==> config.mk <==
export PLATFORM = sky130hd
export DESIGN_NAME = innerproduct_stream
export DESIGN_NICKNAME = d
export VERILOG_FILES = /design/src/rtl/innerprod_pkg.sv /design/src/rtl/innerprod_theta_ram.sv /design/src/rtl/innerproduct_stream.sv
export SDC_FILE = /design/constraint.sdc
export NUM_CORES = 2
export LEC_CHECK = 0
export BUFFER_PORTS_ARGS = -buffer_cell sky130_fd_sc_hd__buf_2
export CAP_MARGIN = 20
export CORE_UTILIZATION = 50
export CTS_BUF_LIST = sky130_fd_sc_hd__clkbuf_2 sky130_fd_sc_hd__clkbuf_4 sky130_fd_sc_hd__clkbuf_8
export DETAILED_ROUTE_END_ITERATION = 7
export PLACE_DENSITY = 0.68
export SETUP_SLACK_MARGIN = 0.02
export SLEW_MARGIN = 15
export SYNTH_ARGS = -nofsm -noshare
export SYNTH_HDL_FRONTEND = slang
export SYNTH_SLANG_ARGS = --single-unit
export TNS_END_PERCENT = 5
==> constraint.sdc <==
create_clock -name clk -period 8.5 [get_ports clk]
set_input_delay 0.425 -clock clk [delete_from_list [all_inputs] [get_ports clk]]
set_output_delay 0.425 -clock clk [all_outputs]
set_load 0.02 [all_outputs]
==> src/rtl/innerprod_pkg.sv <==
// rtl/innerprod_pkg.sv - shared types, default widths and the lane product helper
package innerprod_pkg;

  typedef enum logic [1:0] {
    IDLE  = 2'd0,
    ACCUM = 2'd1,
    DONE  = 2'd2
  } state_e;

  localparam int N_FEAT_DEF     = 80;
  localparam int LANES_DEF      = 4;
  localparam int X_W_DEF        = 7;
  localparam int TH_W_DEF       = 16;
  localparam int ACC_W_DEF      = 32;
  localparam int BIAS_SHIFT_DEF = 16;

  // Unsigned feature times signed coefficient; callers truncate/extend to their accumulator width.
  function automatic logic signed [63:0] sext_prod(input logic [31:0] x,
                                                   input logic signed [31:0] theta);
    logic signed [63:0] xs;
    logic signed [63:0] ts;
    xs = {32'd0, x};
    ts = {{32{theta[31]}}, theta};
    return xs * ts;
  endfunction

endpackage

==> src/rtl/innerprod_theta_ram.sv <==
// rtl/innerprod_theta_ram.sv - coefficient register file, one write port, bias plus per-lane async reads
module innerprod_theta_ram #(
  parameter int N_FEAT = 80,
  parameter int LANES  = 4,
  parameter int TH_W   = 16,
  parameter int AW     = 7
) (
  input  logic                  clk,
  input  logic                  rst,
  input  logic                  we_i,
  input  logic [AW-1:0]         waddr_i,
  input  logic [TH_W-1:0]       wdata_i,
  input  logic [LANES*AW-1:0]   rd_addr_i,
  output logic [TH_W-1:0]       bias_rdata_o,
  output logic [LANES*TH_W-1:0] rd_data_o
);

  logic [TH_W-1:0] mem_q [0:N_FEAT];

  always_ff @(posedge clk) begin
    if (rst) begin
      for (int i = 0; i <= N_FEAT; i++) mem_q[i] <= '0;
    end else if (we_i && (waddr_i <= AW'(N_FEAT))) begin
      mem_q[waddr_i] <= wdata_i;
    end
  end

  assign bias_rdata_o = mem_q[0];

  for (genvar l = 0; l < LANES; l++) begin : g_rd
    assign rd_data_o[l*TH_W +: TH_W] = mem_q[rd_addr_i[l*AW +: AW]];
  end

endmodule

==> src/rtl/innerproduct_stream.sv <==
// rtl/innerproduct_stream.sv - streaming multi-lane inner product with Q16 bias and result handshake
// Optional per-accumulate saturation and sat_flag output under INNERPROD_SAT_EN.
module innerproduct_stream
  import innerprod_pkg::*;
#(
  parameter int N_FEAT     = N_FEAT_DEF,
  parameter int LANES      = LANES_DEF,
  parameter int X_W        = X_W_DEF,
  parameter int TH_W       = TH_W_DEF,
  parameter int ACC_W      = ACC_W_DEF,
  parameter int BIAS_SHIFT = BIAS_SHIFT_DEF
) (
  input  logic                         clk,
  input  logic                         rst,
  input  logic                         theta_we,
  input  logic [$clog2(N_FEAT+1)-1:0]  theta_addr,
  input  logic [TH_W-1:0]              theta_wdata,
  input  logic                         x_valid,
  output logic                         x_ready,
  input  logic [LANES*X_W-1:0]         x_data,
  output logic                         hidden_valid,
  input  logic                         hidden_ready,
`ifdef INNERPROD_SAT_EN
  output logic                         sat_flag,
`endif
  output logic [ACC_W-1:0]             hidden
);

  localparam int NBEATS = N_FEAT / LANES;
  localparam int BW     = (NBEATS > 1) ? $clog2(NBEATS) : 1;
  localparam int AW     = $clog2(N_FEAT + 1);
`ifdef INNERPROD_SAT_EN
  localparam int SUM_W  = ACC_W + $clog2(LANES + 1) + 1;
`else
  localparam int SUM_W  = ACC_W;
`endif

  state_e                   state_q, state_d;
  logic [BW-1:0]            beat_q, beat_d;
  logic signed [ACC_W-1:0]  acc_q, acc_d;
  logic signed [ACC_W-1:0]  hidden_q, hidden_d;
  logic [LANES*AW-1:0]      rd_addr;
  logic [TH_W-1:0]          th_bias;
  logic [LANES*TH_W-1:0]    th_lane;
  logic signed [SUM_W-1:0]  lane_sum;
  logic signed [SUM_W-1:0]  base_w;
  logic signed [SUM_W-1:0]  sum_w;
  logic signed [ACC_W-1:0]  step;
`ifdef INNERPROD_SAT_EN
  logic                     sat_q, sat_d;
  logic                     clip;
`endif

  always_comb begin
    rd_addr = '0;
    for (int l = 0; l < LANES; l++)
      rd_addr[l*AW +: AW] = AW'(int'(beat_q) * LANES + l + 1);
  end

  innerprod_theta_ram #(
    .N_FEAT (N_FEAT),
    .LANES  (LANES),
    .TH_W   (TH_W),
    .AW     (AW)
  ) u_theta (
    .clk          (clk),
    .rst          (rst),
    .we_i         (theta_we && (state_q == IDLE)),
    .waddr_i      (theta_addr),
    .wdata_i      (theta_wdata),
    .rd_addr_i    (rd_addr),
    .bias_rdata_o (th_bias),
    .rd_data_o    (th_lane)
  );

  // The first beat of an image starts from the bias instead of the running sum.
  always_comb begin
    lane_sum = '0;
    for (int l = 0; l < LANES; l++)
      lane_sum = lane_sum + SUM_W'(sext_prod(32'(x_data[l*X_W +: X_W]),
                                             32'($signed(th_lane[l*TH_W +: TH_W]))));
    base_w = (state_q == IDLE) ? (SUM_W'($signed(th_bias)) <<< BIAS_SHIFT) : SUM_W'(acc_q);
    sum_w  = base_w + lane_sum;
`ifdef INNERPROD_SAT_EN
    clip = (sum_w[SUM_W-1:ACC_W-1] != {(SUM_W-ACC_W+1){sum_w[SUM_W-1]}});
    if (!clip)
      step = sum_w[ACC_W-1:0];
    else if (sum_w[SUM_W-1])
      step = {1'b1, {(ACC_W-1){1'b0}}};
    else
      step = {1'b0, {(ACC_W-1){1'b1}}};
`else
    step = sum_w;
`endif
  end

  always_comb begin
    state_d  = state_q;
    beat_d   = beat_q;
    acc_d    = acc_q;
    hidden_d = hidden_q;
`ifdef INNERPROD_SAT_EN
    sat_d    = sat_q;
`endif
    case (state_q)
      IDLE: begin
        if (x_valid) begin
          acc_d = step;
`ifdef INNERPROD_SAT_EN
          sat_d = clip;
`endif
          if (NBEATS == 1) begin
            state_d  = DONE;
            hidden_d = step;
          end else begin
            state_d = ACCUM;
            beat_d  = BW'(1);
          end
        end
      end
      ACCUM: begin
        if (x_valid) begin
          acc_d = step;
`ifdef INNERPROD_SAT_EN
          sat_d = sat_q | clip;
`endif
          if (beat_q == BW'(NBEATS - 1)) begin
            state_d  = DONE;
            hidden_d = step;
            beat_d   = '0;
          end else begin
            beat_d = beat_q + BW'(1);
          end
        end
      end
      DONE: begin
        if (hidden_ready) begin
          state_d = IDLE;
          beat_d  = '0;
`ifdef INNERPROD_SAT_EN
          sat_d   = 1'b0;
`endif
        end
      end
      default: state_d = IDLE;
    endcase
  end

  always_ff @(posedge clk) begin
    if (rst) begin
      state_q  <= IDLE;
      beat_q   <= '0;
      acc_q    <= '0;
      hidden_q <= '0;
`ifdef INNERPROD_SAT_EN
      sat_q    <= 1'b0;
`endif
    end else begin
      state_q  <= state_d;
      beat_q   <= beat_d;
      acc_q    <= acc_d;
      hidden_q <= hidden_d;
`ifdef INNERPROD_SAT_EN
      sat_q    <= sat_d;
`endif
    end
  end

  assign x_ready      = (state_q != DONE);
  assign hidden_valid = (state_q == DONE);
  assign hidden       = hidden_q;
`ifdef INNERPROD_SAT_EN
  assign sat_flag     = sat_q;
`endif

endmodule

==> impl_summary.txt <==
----------------------------------------------------
[Global route]
  Number of antenna violations at the first check in global routing ... 15
  Global-route wire length before repair ... roughly 440000 um
  Maximum number of pins on one net before global-route repair ... 97
  GR Overflow Total ... 0
  GRT Util Overall ... between 20% and 30%
  Via count of the first global-routing pass ... between 60k and 70k

[Logic synthesis]
  Mapped Cells ... 7773
  Flop and latch count out of synthesis ... between 2k and 2.5k
  Synthesized cell area ... approximately 110000 um^2
  Synth area leader ... sky130_fd_sc_hd__edfxtp_1
  Fraction of registers with async set or reset after synthesis ... 0%
  Count of flip-flops with a built-in enable after synthesis ... 2048
  Portion of the post-synthesis area used by sequential elements ... between 50% and 60%
  Yosys warning total ... 0
  Fraction of synthesized cell area taken by the top area cell type ... a little under three fifths
  Mapped Avg Cell Area ... roughly 14 um^2
  Dominant register cell in the synthesized netlist ... sky130_fd_sc_hd__edfxtp_1
  Largest cells by area after synthesis ... sky130_fd_sc_hd__edfxtp_1 (55%), sky130_fd_sc_hd__fa_1 (10%), sky130_fd_sc_hd__and2_1 (7.3%), sky130_fd_sc_hd__mux4_2 (7.1%), sky130_fd_sc_hd__mux2i_1 (2.6%)
  Library cells used by synthesis ... 63

[Final layout]
  Ratio of cells with drive above 1 in the final layout ... between 20% and 30%
  Nets ... between 9k and 10k
  Synthesis-to-layout area growth ... 17.4%

[STA]
  Final Worst Setup Slack ... -512 ps
  Pins over their slew limit ... 0
  Post-route minimum period ... around 9000 ps
  Max Fclk ... 0.111 GHz
  Final critical-path share of the clock period ... 106%
  Number of endpoints failing setup at the final stage ... 44
  Final number of hold-violating endpoints ... 0
  Fin Hold WS ... 107 ps
  Measured slew at the worst slew-check pin ... approximately 1200 ps
  RSZ-0062 raised after global routing ... yes
  Final clock skew ... 68.1 ps
  Relative max-transition margin ... 22.8%

[Die]
  Floorplan Core Area ... between 200000 and 250000 um^2
  Die boundary height ... roughly 470 um
  Total Die Area ... roughly 220000 um^2
  I/O pins ... 90
  Initial Util ... about half
  Horiz. Die Dim ... 474 um
  Cell Rows ... 172

[Setup path]
  Worst Path Arrival ... 10020 ps
  Peak per-stage delay on the critical path ... ~550 ps
  Slowest CP cell ... sky130_fd_sc_hd__mux4_2
  Required time at the endpoint of the critical path ... roughly 9500 ps
  Capturing element type of the critical path ... flop
  Startpoint class of the critical path ... flop
  Classification of the worst setup path ... reg -> reg
  Highest net fanout along the worst path ... 8
  Most frequent CP cell ... sky130_fd_sc_hd__fa_1

[Routing]
  Antenna violation net count after detailed routing ... 0
  Number of design-rule violations left by the first detailed-router iteration ... between 6k and 7k
  Via density ... 5.39
  Total DRC errors in the routed layout ... 0
  Routed vias ... roughly 67k
  Detailed-route wire length per cell ... roughly 24 um
  First drt pass iteration count ... 6
  Routed Wire Length ... 292000 um

[CTS]
  Clock root buffer ... sky130_fd_sc_hd__clkbuf_8
  Buffer levels on the longest clock path ... 4
  CTS tree ... done
  Clock transition at the registers of the reported paths ... ~60 ps
  Source-to-sink clock delay at the later pin of the worst-skew pair ... 1080 ps
  TritonCTS buffer count ... around 350
  Clock Sinks ... 2119
  Depth of the CTS H-tree ... 5

[Status]
  Result of the run ... finished, violations left
  Failing checks ... setup timing

[Placement]
  Placer's final routability congestion estimate ... 0.934
  Port bufs ... approximately 90
  Detailed-placement wirelength estimate ... just under 200000 um

[Run]
  Number of violations of the max-capacitance limit ... 0

[Min path]
  Worst min-delay path class ... in -> reg

----------------------------------------------------
[synthesized netlist by cell type (all sizes together) (29+ instances only)]
cell / number
a211oi: 61
clkbuf: 377
mux2i: 304
nand2: 226
o21ai: 108
dfxtp: 71
buf: 129
o22ai: 99
o221ai: 98
edfxtp: 2048
nand2b: 143
inv: 693
fa: 563
xnor2: 29
nor2: 112
or2: 85
ha: 154
a21oi: 269
and2: 1303
nor2b: 316
mux2: 113
mux4: 352
[layer usage]
layer  routed length, um  track usage [%]  vias up
li1                    -                -    29400
met1              119000             35.3    34500
met2              142000             43.4     2562
met3               22200             4.51      498
met4                9100             8.76        0
met5                   0                0        -
[worst paths after layout]
kind / depth (start not counted) / to / slack [ps] / startpoint
worst min-delay path: 5 / u_theta.mem_q[13][12] / 110 / theta_addr[5]
worst max-delay path: 35 / hidden[14] / -510 / beat_q[0]
worst min register to register: 2 / acc_q[0] / 450 / acc_q[0]
worst max register to register: 35 / hidden[14] / -510 / beat_q[0]
[cells by family (layout without fill, tap and decap cells)]
group / after synthesis / in the layout / share of synthesized area [%]
fa+ha+maj: 717 / 717 / 11.9
compound gates: 679 / 679 / 3.80
flops: 2119 / 2119 / 56.6
xor+xnor: 39 / 39 / 0.324
mux: 769 / 769 / 11.2
buf+inv: 1199 / 2126 / 4.34
simple gates: 2250 / 2251 / 11.9
other cells: 1 / 764 / 0.00337
[cell usage in the layout, fill, tap and decap left out, types with 143 or more instances in the layout]
cell                          n
sky130_fd_sc_hd__mux4_2     352
sky130_fd_sc_hd__ha_1       143
sky130_fd_sc_hd__edfxtp_1  2048
sky130_fd_sc_hd__nand2_1    220
sky130_fd_sc_hd__nor2b_1    307
sky130_fd_sc_hd__mux2i_1    289
sky130_fd_sc_hd__and2_1    1299
sky130_fd_sc_hd__conb_1     752
sky130_fd_sc_hd__clkbuf_8   360
sky130_fd_sc_hd__fa_1       556
sky130_fd_sc_hd__buf_4      588
sky130_fd_sc_hd__inv_1      685
sky130_fd_sc_hd__a21oi_1    229
[cell type report]
cell class | instances | area, um^2
antenna | 12 | 30.0
clock buffer | 477 | 5830
clock inverter | 137 | 787
fill | 17300 | 89800
inverter | 693 | 2600
multi-input combinational | 5207 | 47000
sequential | 2119 | 62900
tap | 2958 | 3700
timing repair buffer | 819 | 7600
[critical path, delay by kind of cell (launching register included)]
| family | cells | cell delay, ps |
|---|---|---|
| compound gates | 6 | 1110 |
| simple gates | 2 | 90 |
| mux | 3 | 1080 |
| fa+ha+maj | 10 | 4420 |
| flops | 1 | 460 |
| xor+xnor | 1 | 120 |
| buf+inv | 13 | 1620 |
[state kept, by name, indices dropped and copies added (netlist names)]
register       flops
state_q            2
hidden            32
beat_q             5
u_theta.mem_q   2048
acc_q             32
[through the flow]
| step | area, um^2 | utilization, % | cells | setup TNS [ps] | worst slack, ps |
|---|---|---|---|---|---|
| after CTS | 130000 | 59.0 | 12400 | -13840 | -424 |
| after global routing | 131000 | 59.2 | 12400 | -25470 | -719 |
| after floorplan | 114000 | - | 8524 | -97.6 | -48.8 |
| after global placement | 122000 | 55.2 | 11700 | -26830 | -991 |
| after detailed placement | 122000 | 55.2 | 11700 | -30340 | -1020 |
| final | 131000 | 59.2 | 12400 | -16020 | -512 |
[what timing repair did]
| action | CTS | global route |
|---|---|---|
| cloned | 12 | 0 |
| setup endpoints to repair | 48 | 50 |
| setup buffers | 43 | 17 |
| hold buffers | 20 | 0 |
| resized for setup | 182 | 53 |
| hold endpoints to repair | 508 | 0 |
| pin swaps | 92 | 39 |
Power is left out: the tool's default activity adds up to more than one toggle a clock period on the data nets, which glitch-free logic cannot reach.
